### config.mk
export PLATFORM = sky130hd
export DESIGN_NAME = rcc_sdram_clkgen
export DESIGN_NICKNAME = d
export VERILOG_FILES = /design/src/rtl/rcc_pkg.sv /design/src/rtl/rcc_div_cnt.sv /design/src/rtl/rcc_sdram_clkgen.sv
export SDC_FILE = /design/constraint.sdc
export NUM_CORES = 1
export LEC_CHECK = 0
export BUFFER_PORTS_ARGS = -buffer_cell sky130_fd_sc_hd__buf_2
export CAP_MARGIN = 20
export CORE_MARGIN = 2
export CORE_UTILIZATION = 56
export DETAILED_ROUTE_END_ITERATION = 7
export PLACE_DENSITY = 0.78
export SLEW_MARGIN = 20
export SYNTH_ARGS = -nofsm -noshare
export SYNTH_HDL_FRONTEND = slang
export SYNTH_SLANG_ARGS = --single-unit
### constraint.sdc
create_clock -name clk_i -period 2.7 [get_ports clk_i]
set_input_delay 0.405 -clock clk_i [delete_from_list [all_inputs] [get_ports clk_i]]
set_output_delay 0.405 -clock clk_i [all_outputs]
set_load 0.005 [all_outputs]
### src/rtl/rcc_pkg.sv
// Shared types and sizing helpers for the RCC SDRAM clock generator.
package rcc_pkg;

  typedef enum logic [2:0] {
    RUN   = 3'd0,
    CATCH = 3'd1,
    GATE  = 3'd2,
    SYNC  = 3'd3,
    OFF   = 3'd4
  } rcc_clkgen_state_t;

  // Width of the GATE/SYNC delay counter: enough to hold max(mux, sync) delay.
  function automatic int rcc_dly_w(input int mux_delay, input int sync_delay);
    int m;
    m = (mux_delay > sync_delay) ? mux_delay : sync_delay;
    return (m < 1) ? 1 : $clog2(m + 1);
  endfunction

  localparam int RCC_DLY_W_DEFAULT = rcc_dly_w(2, 2);

endpackage

### src/rtl/rcc_div_cnt.sv
// Loadable up-counter 0..last with terminal-count flag; wraps to 0 on terminal.
// Latency: count updates one clk_i edge after en/load; tc is combinational.
// Backpressure: none, en simply freezes the count.
module rcc_div_cnt
  import rcc_pkg::*;
#(
  parameter int W = 8
) (
  input  logic         clk_i,
  input  logic         hw_rstn_i,
  input  logic         load,
  input  logic [W-1:0] load_val,
  input  logic         en,
  input  logic [W-1:0] last,
  output logic         tc
);

  logic [W-1:0] cnt_q;

  assign tc = (cnt_q == last);

  always_ff @(posedge clk_i) begin
    if (!hw_rstn_i) begin
      cnt_q <= '0;
    end else if (load) begin
      cnt_q <= load_val;
    end else if (en) begin
      cnt_q <= tc ? '0 : cnt_q + W'(1);
    end
  end

endmodule

### src/rtl/rcc_sdram_clkgen.sv
// SDRAM clock generator: 50% duty register divider with glitch-free divisor switching.
// Latency: ack MUX_DELAY+SYNC_DELAY cycles after the falling toggle; first rise N cycles after ack.
// Backpressure: div_req_i is a level request held until div_ack_o; ignored while switching.
module rcc_sdram_clkgen
  import rcc_pkg::*;
#(
  parameter int DIV_W      = 8,
  parameter int DIV_RST    = 2,
  parameter int MUX_DELAY  = 2,
  parameter int SYNC_DELAY = 2
) (
  input  logic             clk_i,
  input  logic             hw_rstn_i,
  input  logic [DIV_W-1:0] div_i,
  input  logic             div_req_i,
  output logic             div_ack_o,
  output logic             ready_o,
  output logic             clk_sdram_o,
  output logic             clk_rise_o,
  output logic [DIV_W-1:0] cur_div_o
);

  localparam int DLY_W = rcc_dly_w(MUX_DELAY, SYNC_DELAY);
  localparam logic [DLY_W-1:0] MUX_LAST  = DLY_W'(MUX_DELAY - 1);
  localparam logic [DLY_W-1:0] SYNC_LAST = DLY_W'(SYNC_DELAY - 1);

  rcc_clkgen_state_t state_q, state_d;
  logic             clk_q, clk_d;
  logic             rise_q;
  logic             ack_q, ack_d;
  logic             sw_pend_q, sw_pend_d;
  logic [DIV_W-1:0] cur_div_q, cur_div_d;
  logic [DIV_W-1:0] shadow_q, shadow_d;

  logic             div_en, div_tc;
  logic [DIV_W-1:0] div_last;
  logic             dly_en, dly_tc;
  logic [DLY_W-1:0] dly_last;

  assign div_en   = (state_q == RUN) || (state_q == CATCH);
  assign div_last = cur_div_q - DIV_W'(1);
  assign dly_en   = (state_q == GATE) || (state_q == SYNC);
  assign dly_last = (state_q == GATE) ? MUX_LAST : SYNC_LAST;

  rcc_div_cnt #(.W(DIV_W)) u_div_cnt (
    .clk_i     (clk_i),
    .hw_rstn_i (hw_rstn_i),
    .load      (!div_en),
    .load_val  ('0),
    .en        (div_en),
    .last      (div_last),
    .tc        (div_tc)
  );

  rcc_div_cnt #(.W(DLY_W)) u_dly_cnt (
    .clk_i     (clk_i),
    .hw_rstn_i (hw_rstn_i),
    .load      (!dly_en),
    .load_val  ('0),
    .en        (dly_en),
    .last      (dly_last),
    .tc        (dly_tc)
  );

  always_comb begin
    state_d   = state_q;
    clk_d     = clk_q;
    ack_d     = 1'b0;
    sw_pend_d = sw_pend_q;
    cur_div_d = cur_div_q;
    shadow_d  = shadow_q;
    case (state_q)
      RUN: begin
        if (div_tc) clk_d = ~clk_q;
        if (div_req_i) begin
          shadow_d  = div_i;
          sw_pend_d = 1'b1;
          // At a terminal count the current phase is complete: stop low without rising.
          if (div_tc) begin
            clk_d   = 1'b0;
            state_d = GATE;
          end else begin
            state_d = CATCH;
          end
        end
      end
      CATCH: begin
        if (div_tc) begin
          clk_d = ~clk_q;
          if (clk_q) state_d = GATE;
        end
      end
      OFF: begin
        clk_d = 1'b0;
        if (div_req_i) begin
          shadow_d  = div_i;
          sw_pend_d = 1'b1;
          state_d   = GATE;
        end
      end
      GATE: begin
        clk_d = 1'b0;
        if (dly_tc) begin
          cur_div_d = shadow_q;
          state_d   = SYNC;
        end
      end
      SYNC: begin
        clk_d = 1'b0;
        if (dly_tc) begin
          state_d   = (cur_div_q != '0) ? RUN : OFF;
          ack_d     = sw_pend_q;
          sw_pend_d = 1'b0;
        end
      end
      default: begin
        clk_d   = 1'b0;
        state_d = SYNC;
      end
    endcase
  end

  always_ff @(posedge clk_i) begin
    if (!hw_rstn_i) begin
      state_q   <= SYNC;
      clk_q     <= 1'b0;
      rise_q    <= 1'b0;
      ack_q     <= 1'b0;
      sw_pend_q <= 1'b0;
      cur_div_q <= DIV_W'(DIV_RST);
      shadow_q  <= DIV_W'(DIV_RST);
    end else begin
      state_q   <= state_d;
      clk_q     <= clk_d;
      rise_q    <= clk_d & ~clk_q;
      ack_q     <= ack_d;
      sw_pend_q <= sw_pend_d;
      cur_div_q <= cur_div_d;
      shadow_q  <= shadow_d;
    end
  end

  assign clk_sdram_o = clk_q;
  assign clk_rise_o  = rise_q;
  assign div_ack_o   = ack_q;
  assign cur_div_o   = cur_div_q;
  assign ready_o     = (state_q == RUN) || (state_q == OFF);

endmodule

# --- Word-level counts from Yosys, hierarchy flattened ---
# Index checks and enable logic that the tools add are counted.
classes:
  n_reduce_logical: 14
  addsub: 3
  n_bitwise: 5
  n_mux: 16
  n_eq_ne: 13
ops:
  columns: ["operator", "count"]
  rows:
  - ["3-bit two-way mux", 7]
  - ["3-bit one-hot mux with 5 select lines", 1]
  - ["8-bit by 1-bit adder with 8-bit output (second input constant)", 1]
  - ["8-bit equality test", 1]
  - ["2-bit by 1-bit != test with 1-bit output (second input constant)", 4]
  - ["8-bit nonzero test", 1]
  - ["8-bit by 1-bit subtractor with 8-bit output (second input constant)", 1]
  - ["3-bit by 2-bit equality test with 1-bit output (second input constant)", 2]
  - ["2-bit != test (second input constant)", 3]
  - ["3-bit AND reduction", 2]
  - ["6-bit AND reduction", 1]
  - ["3-bit OR reduction", 2]
  - ["1-bit two-way mux", 5]
  - ["1-bit inverter", 4]
  - ["1-bit one-hot mux with 2 select lines", 2]
  - ["2-bit AND reduction", 2]
  - ["3-bit by 1-bit equality test with 1-bit output (second input constant)", 1]
  - ["3-bit equality test (second input constant)", 1]
  - ["3-bit logical NOT", 1]
  - ["1-bit logical OR", 3]
  - ["2-bit by 1-bit adder with 2-bit output (second input constant)", 1]
  - ["2-bit by 1-bit equality test with 1-bit output (second input constant)", 1]
  - ["2-bit two-way mux", 1]
  - ["2-bit nonzero test", 1]
  - ["other kinds (2)", 2]
word_totals:
  word_cells: 60
  reg_bits: 33

# --- Depth between registers and ports, before layout ---
# Gate-level depths: netlist of run 1.
depth:
  ltp_word: 7
  mapped_depth: 10
  ltp_nobuf: 10

# --- Hierarchy ---
# From an unflattened synthesis of run 1, not the netlist that was laid out.
hier_totals:
  hier_cells: 219
  hier_area_um2: 1893.1
by_module_without_submodules:
  columns: ["mod", "cells_per_inst", "instances", "area_each_um2"]
  rows:
  - ["rcc_sdram_clkgen", 123, 1, 1106.1]
  - ["rcc_div_cnt at u_div_cnt", 78, 1, 641.9]
  - ["rcc_div_cnt at u_dly_cnt", 18, 1, 145.1]

# --- Worst setup path before layout of run 1 ---
# OpenSTA, ideal clock, no wires.
synth_timing:
  kind: "flip-flop to flip-flop"
  start: "register cur_div_q[0] (netlist: cur_div_o[0])"
  end: "register rise_q (netlist: clk_rise_o)"
  synth_period_minus_slack_ns: 2.108
  setup_ns: 0.059
  t_required_ns: 2.641
  stages_incl_launch_ff: 10
  arrival_ns: 2.049
  setup_slack_ns: 0.592
  path_cell_list: "dfxtp_1 inv_1 ha_1 o21ba_1 a221oi_1 a41o_1 nand4_1 ha_1 a211oi_1 and2_1"
synth_via:
  elab_chain_len: 7
synth_lines:
  columns: ["item", "line", "rtl"]
  rows:
  - ["from (decl)", "rcc_sdram_clkgen.sv:32", "logic [DIV_W-1:0] cur_div_q, cur_div_d;"]
  - ["from (signal assigned)", "rcc_sdram_clkgen.sv:130", "cur_div_q <= DIV_W'(DIV_RST);"]
  - ["from (signal assigned)", "rcc_sdram_clkgen.sv:138", "cur_div_q <= cur_div_d;"]
  - ["8-bit by 1-bit subtractor with 8-bit output (*)", "rcc_sdram_clkgen.sv:41", "assign div_last = cur_div_q - DIV_W'(1);"]
  - ["8-bit equality test (*)", "rcc_div_cnt.sv:20", "assign tc = (cnt_q == last);"]
  - ["1-bit two-way mux", "rcc_sdram_clkgen.sv:74, rcc_sdram_clkgen.sv:88", null]
  - ["1-bit two-way mux", "rcc_sdram_clkgen.sv:79", "if (div_tc) begin"]
  - ["1-bit two-way mux", "rcc_sdram_clkgen.sv:75", "if (div_req_i) begin"]
  - ["1-bit one-hot mux with 2 select lines (*)", "rcc_sdram_clkgen.sv:72", "case (state_q)"]
  - ["1-bit AND (*)", "rcc_sdram_clkgen.sv:135", "rise_q <= clk_d & ~clk_q;"]
  - ["to (signal assigned)", "rcc_sdram_clkgen.sv:135", null]
  - ["to (decl)", "rcc_sdram_clkgen.sv:29", "logic rise_q;"]
# Every way passes the cells marked *; elsewhere a longest branch is shown, timed or not.
# A chain may end at the register's enable or synchronous reset.

# --- Final worst setup path of run 1 ---
# Same ends and word-level chain as after synthesis.

==> reports/results.ini, run 1 <==
[hold_path]
hp-class=in2reg

[clock_network]
cts_hold_buf=0
clock_latency_ns=0.33
cts.sink_count=33
cts_setup_buffers=0
cts-root-buf=clkbuf_4
clk_path_buf_depth=2
htreeDepth=2
postCtsResizedCells=0
path_clk_slew_ns=0.11
cts_made_buffers=5
cts_tree=done

[floorplanning]
die_h_um=58.10
fp.dieW_um=58.10
initial_core_util=0.5944
io_pins=23
dieArea_um2=3376
num_rows=19
core_um2=2758

[yosys]
synth_area_leader_cell=dfxtp_1
synth_area_leaders=dfxtp_1, nand2_1, xor2_1
synth_top_area_share=0.4031
syn_avg_cell_area_um2=9.208
synth_warnings=0
synthAdderAreaFrac=0.03817
synth_edf_count=0
synth_compound_area_frac=0.1221
synth_simple_gate_area_frac=0.2832
ys_seq_elements=33
ys_seq_area_frac=0.4031
synth_top_family_by_area=simple AND/OR/NAND/NOR gates
synthXorXnorAreaFrac=0.08015
synth_ff_type=dfxtp_1
syn-cell-area_um2=1639
synthMuxAreaShare=0.04275
synth_cell_types=47
ys_async_sr_fraction=0
syn_inst=178
synthesis.nets=194

[sta]
period_needed_ns=2.336
skew_ns=0.009691
slew_headroom=0.5815
tns_ns=0
hold_viol=0
fmax_mhz=428.0
rsz0062_at_grt=no
drv_slew=0
fin_crit_sh=0.8653
finalWorstSetupSlack_ns=0.3637
worst_slew_pin_slew_ns=0.6254
setup_violations=0

[drt]
wl_um=3231
drc=0
first_pass_iters=5
num_vias=1338
drt_iter0_drc=35
vias_per_cell=5.742
postRouteAntennaNets=0
routedWlPerCell_um=13.87

[global_route]
track_usage=0.2243
grt_max_degree=23
gr-total-overflow=0
antenna_found_initial=0
grt_pass1_wl_um=5602
grt_pass1_vias=1232

[placement]
portBuffers=22
pre_cts_slack_ns=0.3976
detailed_place_hpwl_um=2372
gp_congestion=0.9057

[critical_path]
cp_data_arrival_time_ns=2.61
cp_max_fo=6
r2r_setup_slack_ns=0.36
path_class=reg2reg
startpoint_type=flop
end_kind=flop
cp_data_required_time_ns=2.98

[power]
clockPowerShare=0.346
p_leak_nw=0.7199
p_int_mw=0.9494
combPwrFrac=0.220
totalPowerFinal_mw=1.351
switchingPower_mw=0.4017
cellPowerDensity_nw_per_um2=725.2
vdd_drop_max_v=0.0007579
pwr-share-seq=0.434
swShare=0.2973

[finish]
n_antenna_cell=0
num-nets-final=217
fin_util=0.6756
drive_gt1_frac=0.2277
area_growth_pct=13.66

[run]
maxCapViolCount=0

[outcome]
status=completed

-- flip-flops by register name, indices dropped and copies added (netlist names) --
name and cells:
clk_rise_o 1, clk_sdram_o 1, cur_div_o 8, div_ack_o 1
shadow_q 8, state_q 3, sw_pend_q 1, u_div_cnt.cnt_q 8
u_dly_cnt.cnt_q 2
-- placed cells by master (no fill, tap or decap), types with 4 or more instances in the layout --
cell type and n:
nor2b_1 7, xor2_1 9, dfxtp_1 33, buf_2 22, inv_1 5, mux2i_1 7
ha_1 5, nor2_1 8, a21oi_1 4, clkbuf_4 5, a21boi_0 6, nand2_1 26
nor3_1 4, xnor2_1 6, nor3_2 7, nand3_1 10
-- worst max-delay path: stages, from the launching register on --
cell      delay (ns)
dfxtp_1         0.46
inv_1           0.10
ha_1            0.29
o21ba_1         0.21
a221oi_1        0.29
a41o_1          0.18
nand4_1         0.09
ha_1            0.28
a211oi_1        0.23
and2_1          0.16
-- synth_stat cells, drive strengths merged (4+ instances only) --
cell,number
a21boi,7
inv,5
ha,5
mux2i,7
xnor2,6
nor2b,7
nand3,11
xor2,9
nand2,26
a21oi,4
dfxtp,33
nor2,9
clkbuf,4
nor3,11
-- metal layers --
metal | vias up | part of all wire | global-route usage
li1 | 674 | - | -
met1 | 627 | 0.47 | 0.2863
met2 | 33 | 0.47 | 0.3442
met3 | 4 | 0.050 | 0.08259
met4 | 0 | 0.015 | 0.08970
met5 | - | 0 | 0
-- power groups by stage --
stage               Sequential (mW)  Clock, mW  Combinational [mW]
floorplan                     0.563          0               0.272
global placement              0.593          0               0.284
detailed placement            0.596          0               0.295
CTS                           0.585      0.476               0.297
global route                  0.596      0.505               0.333
finish                        0.587      0.467               0.297
-- stage by stage --
step                hold WS, ns  instance area, um^2  std cells
floorplan                0.4084                 1639        178
global placement         0.4142                 1757        225
detailed placement       0.4356                 1757        225
CTS                      0.2621                 1863        233
global route             0.2627                 1863        233
finish                   0.2679                 1863        233
-- cell families (layout without fill, tap and decap cells) --
| group | after synthesis | count (layout) |
|---|---|---|
| muxes | 7 | 7 |
| xor gates and xnor gates | 15 | 15 |
| DFF | 33 | 33 |
| and+or+nand+nor | 81 | 81 |
| buffers and inverters | 11 | 35 |
| AOI/OAI and AO/OA | 26 | 26 |
| adders and majority gates | 5 | 5 |
-- area by class of cell --
type                    count  area, um^2
multi-input cells         134       928.4
inverters                   5       18.77
fillers                   233       894.6
clock inverters             3       68.82
repair buffers             22       110.1
flip-flops and latches     33       660.6
well taps                  31       38.79
clock buffers               5       37.54
-- final timing paths --
path / start / to / cells after the start
hold / removal: div_i[1] / shadow_q[1] / 3
setup reg to reg: cur_div_o[0] / clk_rise_o / 9
setup / recovery: cur_div_o[0] / clk_rise_o / 9
hold reg to reg: u_dly_cnt.cnt_q[0] / u_dly_cnt.cnt_q[0] / 1
(Power assumes the default switching activity.)
==> inputs of run 2 (changes only) <==
- RECOVER_POWER: default -> 100
- SKIP_LAST_GASP: default -> 1
==> run 2 against run 1 <==
Effect of this change:
- sequential cell count unchanged
- non-clock buffer count unchanged
- final cell count unchanged
- critical path depth unchanged
- clock-buffer cell count unchanged
- sequential power about the same
- combinational power down 6%
- clock power about the same
- hold slack worse by 0.00062 ns
- die area unchanged
- total power down 1.2%
==> reports/results.ini, run 2 (synthesis gave the netlist of run 1 again) <==
[floorplanning]
core_um2=2758  ; unchanged
initial_core_util=0.5944  ; unchanged
die_h_um=58.10  ; unchanged
io_pins=23  ; unchanged
num_rows=19  ; unchanged
fp.dieW_um=58.10  ; unchanged
dieArea_um2=3376  ; unchanged

[critical_path]
path_common_cell=ha_1
slowest_delay_ns=0.46  ; about the same
cp_data_required_time_ns=2.98  ; about the same
end_kind=flop
worstPathCellList=inv_1 -> ha_1 -> o21ba_1 -> a221oi_1 -> a41o_1 -> nand4_1 -> ha_1 -> a211oi_1 -> and2_0
crit_slowest_cell=dfxtp_1
cp_top_family=compound AO/OA/AOI/OAI gates
crit_buf_inv=1  ; unchanged
startpoint_type=flop
path_class=reg2reg
cp_max_fo=6  ; unchanged
cp_data_arrival_time_ns=2.63  ; +0.02 ns
r2r_setup_slack_ns=0.34  ; -0.02 ns

[clock_network]
htreeDepth=2  ; unchanged
cts.sink_count=33  ; unchanged
cts_hold_buf=0  ; unchanged
path_clk_slew_ns=0.11  ; about the same
cts-root-buf=clkbuf_4
clock_latency_ns=0.33  ; about the same
cts_made_buffers=5  ; unchanged
postCtsResizedCells=0  ; unchanged
cts_tree=done
cts_setup_buffers=0  ; unchanged
clk_path_buf_depth=2  ; unchanged

[sta]
worst_slew_pin_slew_ns=0.8897  ; +0.2642 ns
hold_viol=0  ; unchanged
skew_ns=0.009428  ; -0.0002631 ns
period_needed_ns=2.356  ; +0.01985 ns
setup_violations=0  ; unchanged
rsz0062_at_grt=no
drv_slew=0  ; unchanged
slew_headroom=0.4047  ; -0.1768
fmax_mhz=424.4  ; -0.84%
fin_crit_sh=0.8727  ; +0.007351
tns_ns=0  ; unchanged

[drt]
vias_per_cell=5.742  ; unchanged
wl_um=3274  ; +1.3%
routedWlPerCell_um=14.05  ; +1.3%
first_pass_iters=4  ; -1
postRouteAntennaNets=0  ; unchanged
drt_iter0_drc=53  ; +51%
drc=0  ; unchanged
num_vias=1338  ; unchanged

[finish]
n_antenna_cell=0  ; unchanged
final_cell_mix=dfxtp_1, nand2_1, buf_2
final_common_cell=dfxtp_1
area_growth_pct=11.15
final_cells=233  ; unchanged
fin_util=0.6606  ; -0.01497
drive_gt1_frac=0.1634  ; -0.06436
num-nets-final=217  ; unchanged

[power]
vdd_drop_max_v=0.0007556  ; -0.31%
p_leak_nw=0.6944  ; -3.5%
cellPowerDensity_nw_per_um2=732.5  ; +1.0%

[placement]
dp.cells=225  ; unchanged
detailed_place_hpwl_um=2372  ; unchanged
portBuffers=22  ; unchanged
gp_congestion=0.9057  ; unchanged

[global_route]
grt_use_met3=0.08259  ; unchanged
grt_pass1_vias=1232  ; unchanged
use_met1=0.2863  ; unchanged
gr-total-overflow=0  ; unchanged
grt_pass1_wl_um=5602  ; unchanged
track_usage=0.2243  ; unchanged
grt_max_degree=23  ; unchanged
top_usage_layer=met2
antenna_found_initial=0  ; unchanged
gr-usage-met2=0.3442  ; unchanged

[run]
maxCapViolCount=0  ; unchanged

[outcome]
status=completed

[hold_path]
hp-class=in2reg

[run 2: cell type report]
| type | count | area [um^2] |
|---|---|---|
| fillers | 244 | 935.9 |
| multi-input cells | 134 | 893.4 |
| well taps | 31 | 38.79 |
| clock buffers | 5 | 37.54 |
| flip-flops and latches | 33 | 660.6 |
| clock inverters | 3 | 68.82 |
| repair buffers | 22 | 103.9 |
| inverters | 5 | 18.77 |
[run 2: metrics by stage]
| step | power (mW) | instance area [um^2] | setup slack [ns] | hold slack, ns |
|---|---|---|---|---|
| 2_1_floorplan | 0.8358 | 1639 | 0.5918 | 0.4084 |
| 3_3_place_gp | 0.8773 | 1757 | 0.5387 | 0.4142 |
| 3_5_place_dp | 0.8909 | 1757 | 0.3976 | 0.4356 |
| 4_1_cts | 1.358 | 1863 | 0.3618 | 0.2621 |
| 5_1_grt | 1.416 | 1822 | 0.1227 | 0.2627 |
| 6_report | 1.334 | 1822 | 0.3438 | 0.2673 |
[run 2: tightest hold or removal path: cells and delay by family]
kind / cells / cell delay [ns]
buffers and inverters: 1 / 0.07
and+or+nand+nor: 2 / 0.10
[run 2: metal layers]
metal | part of all wire | up-vias | wire [um]
met5 | 0 | - | 0
met3 | 0.039 | 4 | 129
met4 | 0.015 | 0 | 48
met1 | 0.48 | 632 | 1558
met2 | 0.47 | 29 | 1537
li1 | - | 673 | -
[run 2: worst paths after layout]
| path | from | to | depth (start not counted) |
|---|---|---|---|
| max reg2reg | cur_div_o[0] | clk_rise_o | 9 |
| min | div_i[1] | shadow_q[1] | 3 |
| min reg2reg | u_dly_cnt.cnt_q[0] | u_dly_cnt.cnt_q[0] | 1 |
| max | cur_div_o[0] | clk_rise_o | 9 |
[run 2: power by group]
group	total (mW)	switching [mW]	internal [mW]
Clock	0.468	0.177	0.291
Combinational	0.280	0.158	0.122
Sequential	0.586	0.0580	0.528
Total	1.33	0.393	0.942
==> inputs of run 3 (changes only) <==
--- a/config.mk
+++ b/config.mk
@@ -10,5 +10,5 @@
 export CORE_MARGIN = 2
-export CORE_UTILIZATION = 56
+export CORE_UTILIZATION = 55
 export DETAILED_ROUTE_END_ITERATION = 7
-export PLACE_DENSITY = 0.78
+export PLACE_DENSITY = 0.77
 export RECOVER_POWER = 100
--- a/constraint.sdc
+++ b/constraint.sdc
@@ -3,2 +3,2 @@
 set_output_delay 0.405 -clock clk_i [all_outputs]
-set_load 0.005 [all_outputs]
+set_load 0.01 [all_outputs]
==> run 3 against run 2 <==
Effect of this change:
- clock power down 33%
- non-clock buffer count is the same
- sequential share of layout area rose by 0.92 points
- worst setup slack improved by 0.021 ns
- critical path depth stayed put
- die area increased by 1.7%
- final cell count stayed put
- critical path type unchanged
- critical endpoint unchanged
==> reports/results.ini, run 3 (synthesis gave the netlist of run 1 again) <==
[critical_path]
slowest_delay_ns=0.45  ; about the same
crit_slowest_cell=dfxtp_1
cp_data_required_time_ns=2.98  ; about the same
cp_top_family=compound AO/OA/AOI/OAI gates
worstReg2RegStart=cur_div_o[0]
path_class=reg2reg
end_kind=flop
cp_max_fo=6  ; unchanged
cp_data_arrival_time_ns=2.62  ; about the same
worstPathCellList=inv_1 -> ha_1 -> o21ba_1 -> a221oi_1 -> a41o_1 -> nand4_1 -> ha_1 -> a211oi_1 -> and2_0
startpoint_type=flop
path_common_cell=ha_1
crit_buf_inv=1  ; unchanged
crit_path_start=cur_div_o[0]

[clock_network]
htreeDepth=2  ; unchanged
cts_tree=done
postCtsResizedCells=0  ; unchanged
clock_latency_ns=0.33  ; about the same
clk_path_buf_depth=2  ; unchanged
cts_hold_buf=0  ; unchanged
cts.sink_count=33  ; unchanged
cts_setup_buffers=0  ; unchanged
cts-root-buf=clkbuf_4
cts_made_buffers=5  ; unchanged
path_clk_slew_ns=0.10  ; about the same

[hold_path]
hp-class=in2reg
hold_start=div_i[1]

[finish]
drive_gt1_frac=0.1287  ; -0.03465
area_growth_pct=8.397
num-nets-final=217  ; unchanged
fin_area_um2=1777  ; -2.5%
final_cell_mix=dfxtp_1, nand2_1, clkbuf_1
n_antenna_cell=0  ; unchanged
final_common_cell=dfxtp_1

[placement]
dpl_cell_area_um2=1757  ; unchanged
gp_congestion=0.8702  ; -3.9%
detailed_place_hpwl_um=2408  ; +1.5%
portBuffers=22  ; unchanged

[drt]
drc=0  ; unchanged
met2_length_um=1515  ; -1.4%
routedWlPerCell_um=14.03  ; -0.18%
drt_iter0_drc=55  ; +3.8%
num_vias=1320  ; -1.3%
wl_um=3268  ; -0.18%
vias_per_cell=5.665  ; -1.3%
m1WireLength_um=1501  ; -3.7%
first_pass_iters=4  ; unchanged
wl_met3_um=194  ; +50%
postRouteAntennaNets=0  ; unchanged
dr.max_layer_used=met4

[sta]
hold_viol=0  ; unchanged
period_needed_ns=2.336  ; -0.02057 ns
fin_crit_sh=0.8650  ; -0.007617
rsz0062_at_grt=no
slew_headroom=0.3881  ; -0.01664
setup_violations=0  ; unchanged
fmax_mhz=428.2  ; +0.88%
drv_slew=0  ; unchanged
tns_ns=0  ; unchanged
skew_ns=0.002506  ; -0.006922 ns
worst_slew_pin_slew_ns=0.9145  ; +0.02486 ns

[global_route]
grt_pass1_vias=1234  ; +0.16%
grt_pass1_wl_um=5609  ; +0.12%
gr-total-overflow=0  ; unchanged
antenna_found_initial=0  ; unchanged
grt_max_degree=23  ; unchanged
track_usage=0.2181  ; -0.006257

[floorplanning]
fp.dieW_um=58.59  ; +0.84%
core_um2=2805  ; +1.7%
initial_core_util=0.5843  ; -0.01007
num_rows=19  ; unchanged
io_pins=23  ; unchanged
die_h_um=58.59  ; +0.84%
dieArea_um2=3433  ; +1.7%

[power]
cellPowerDensity_nw_per_um2=663.0  ; -9.5%
p_leak_nw=0.6487  ; -6.6%
vdd_drop_max_v=0.0004949  ; -35%
totalPowerFinal_mw=1.178  ; -12%

[run]
maxCapViolCount=0  ; unchanged

[outcome]
status=completed

[run 3: per-stage QoR]
stage	setup WS, ns	cells	hold slack (ns)	util
after floorplan	0.5477	178	0.4084	-
after global placement	0.5283	225	0.4141	0.6262
after detailed placement	0.3845	225	0.4303	0.6262
after CTS	0.3504	233	0.2584	0.6512
after global routing	0.1449	233	0.2702	0.6334
final	0.3644	233	0.2774	0.6334
[run 3: per-layer routing]
metal,vias to the layer above,GRT usage
li1,675,-
met1,605,0.2922
met2,33,0.3274
met3,7,0.07253
met4,0,0.08117
met5,-,0
[run 3: power by group]
part / total, mW / switching [mW] / internal [mW]
logic: 0.277 / 0.157 / 0.120
registers: 0.587 / 0.0584 / 0.528
clock network: 0.315 / 0.164 / 0.151
total: 1.18 / 0.379 / 0.799
[run 3: final cells by class]
cell class / count / area (um^2)
Inverter: 5 / 18.77
Fill cell: 254 / 1028
Tap cell: 31 / 38.79
Multi-Input combinational cell: 134 / 893.4
Clock inverter: 1 / 5.005
Sequential cell: 33 / 660.6
Clock buffer: 7 / 65.06
Timing Repair Buffer: 22 / 95.09
[run 3: final timing paths]
path	end	slack, ns	depth (start not counted)
setup / recovery	clk_rise_o	0.36	9
hold / removal	shadow_q[1]	0.28	3
setup reg to reg	clk_rise_o	0.36	9
hold reg to reg	u_dly_cnt.cnt_q[0]	0.45	1
[run 3: worst reg2reg max path, stage by stage, from the launching register on]
cell	delay, ns
dfxtp_1	0.45
inv_1	0.09
ha_1	0.28
o21ba_1	0.21
a221oi_1	0.28
a41o_1	0.16
nand4_1	0.09
ha_1	0.29
a211oi_1	0.27
and2_0	0.17
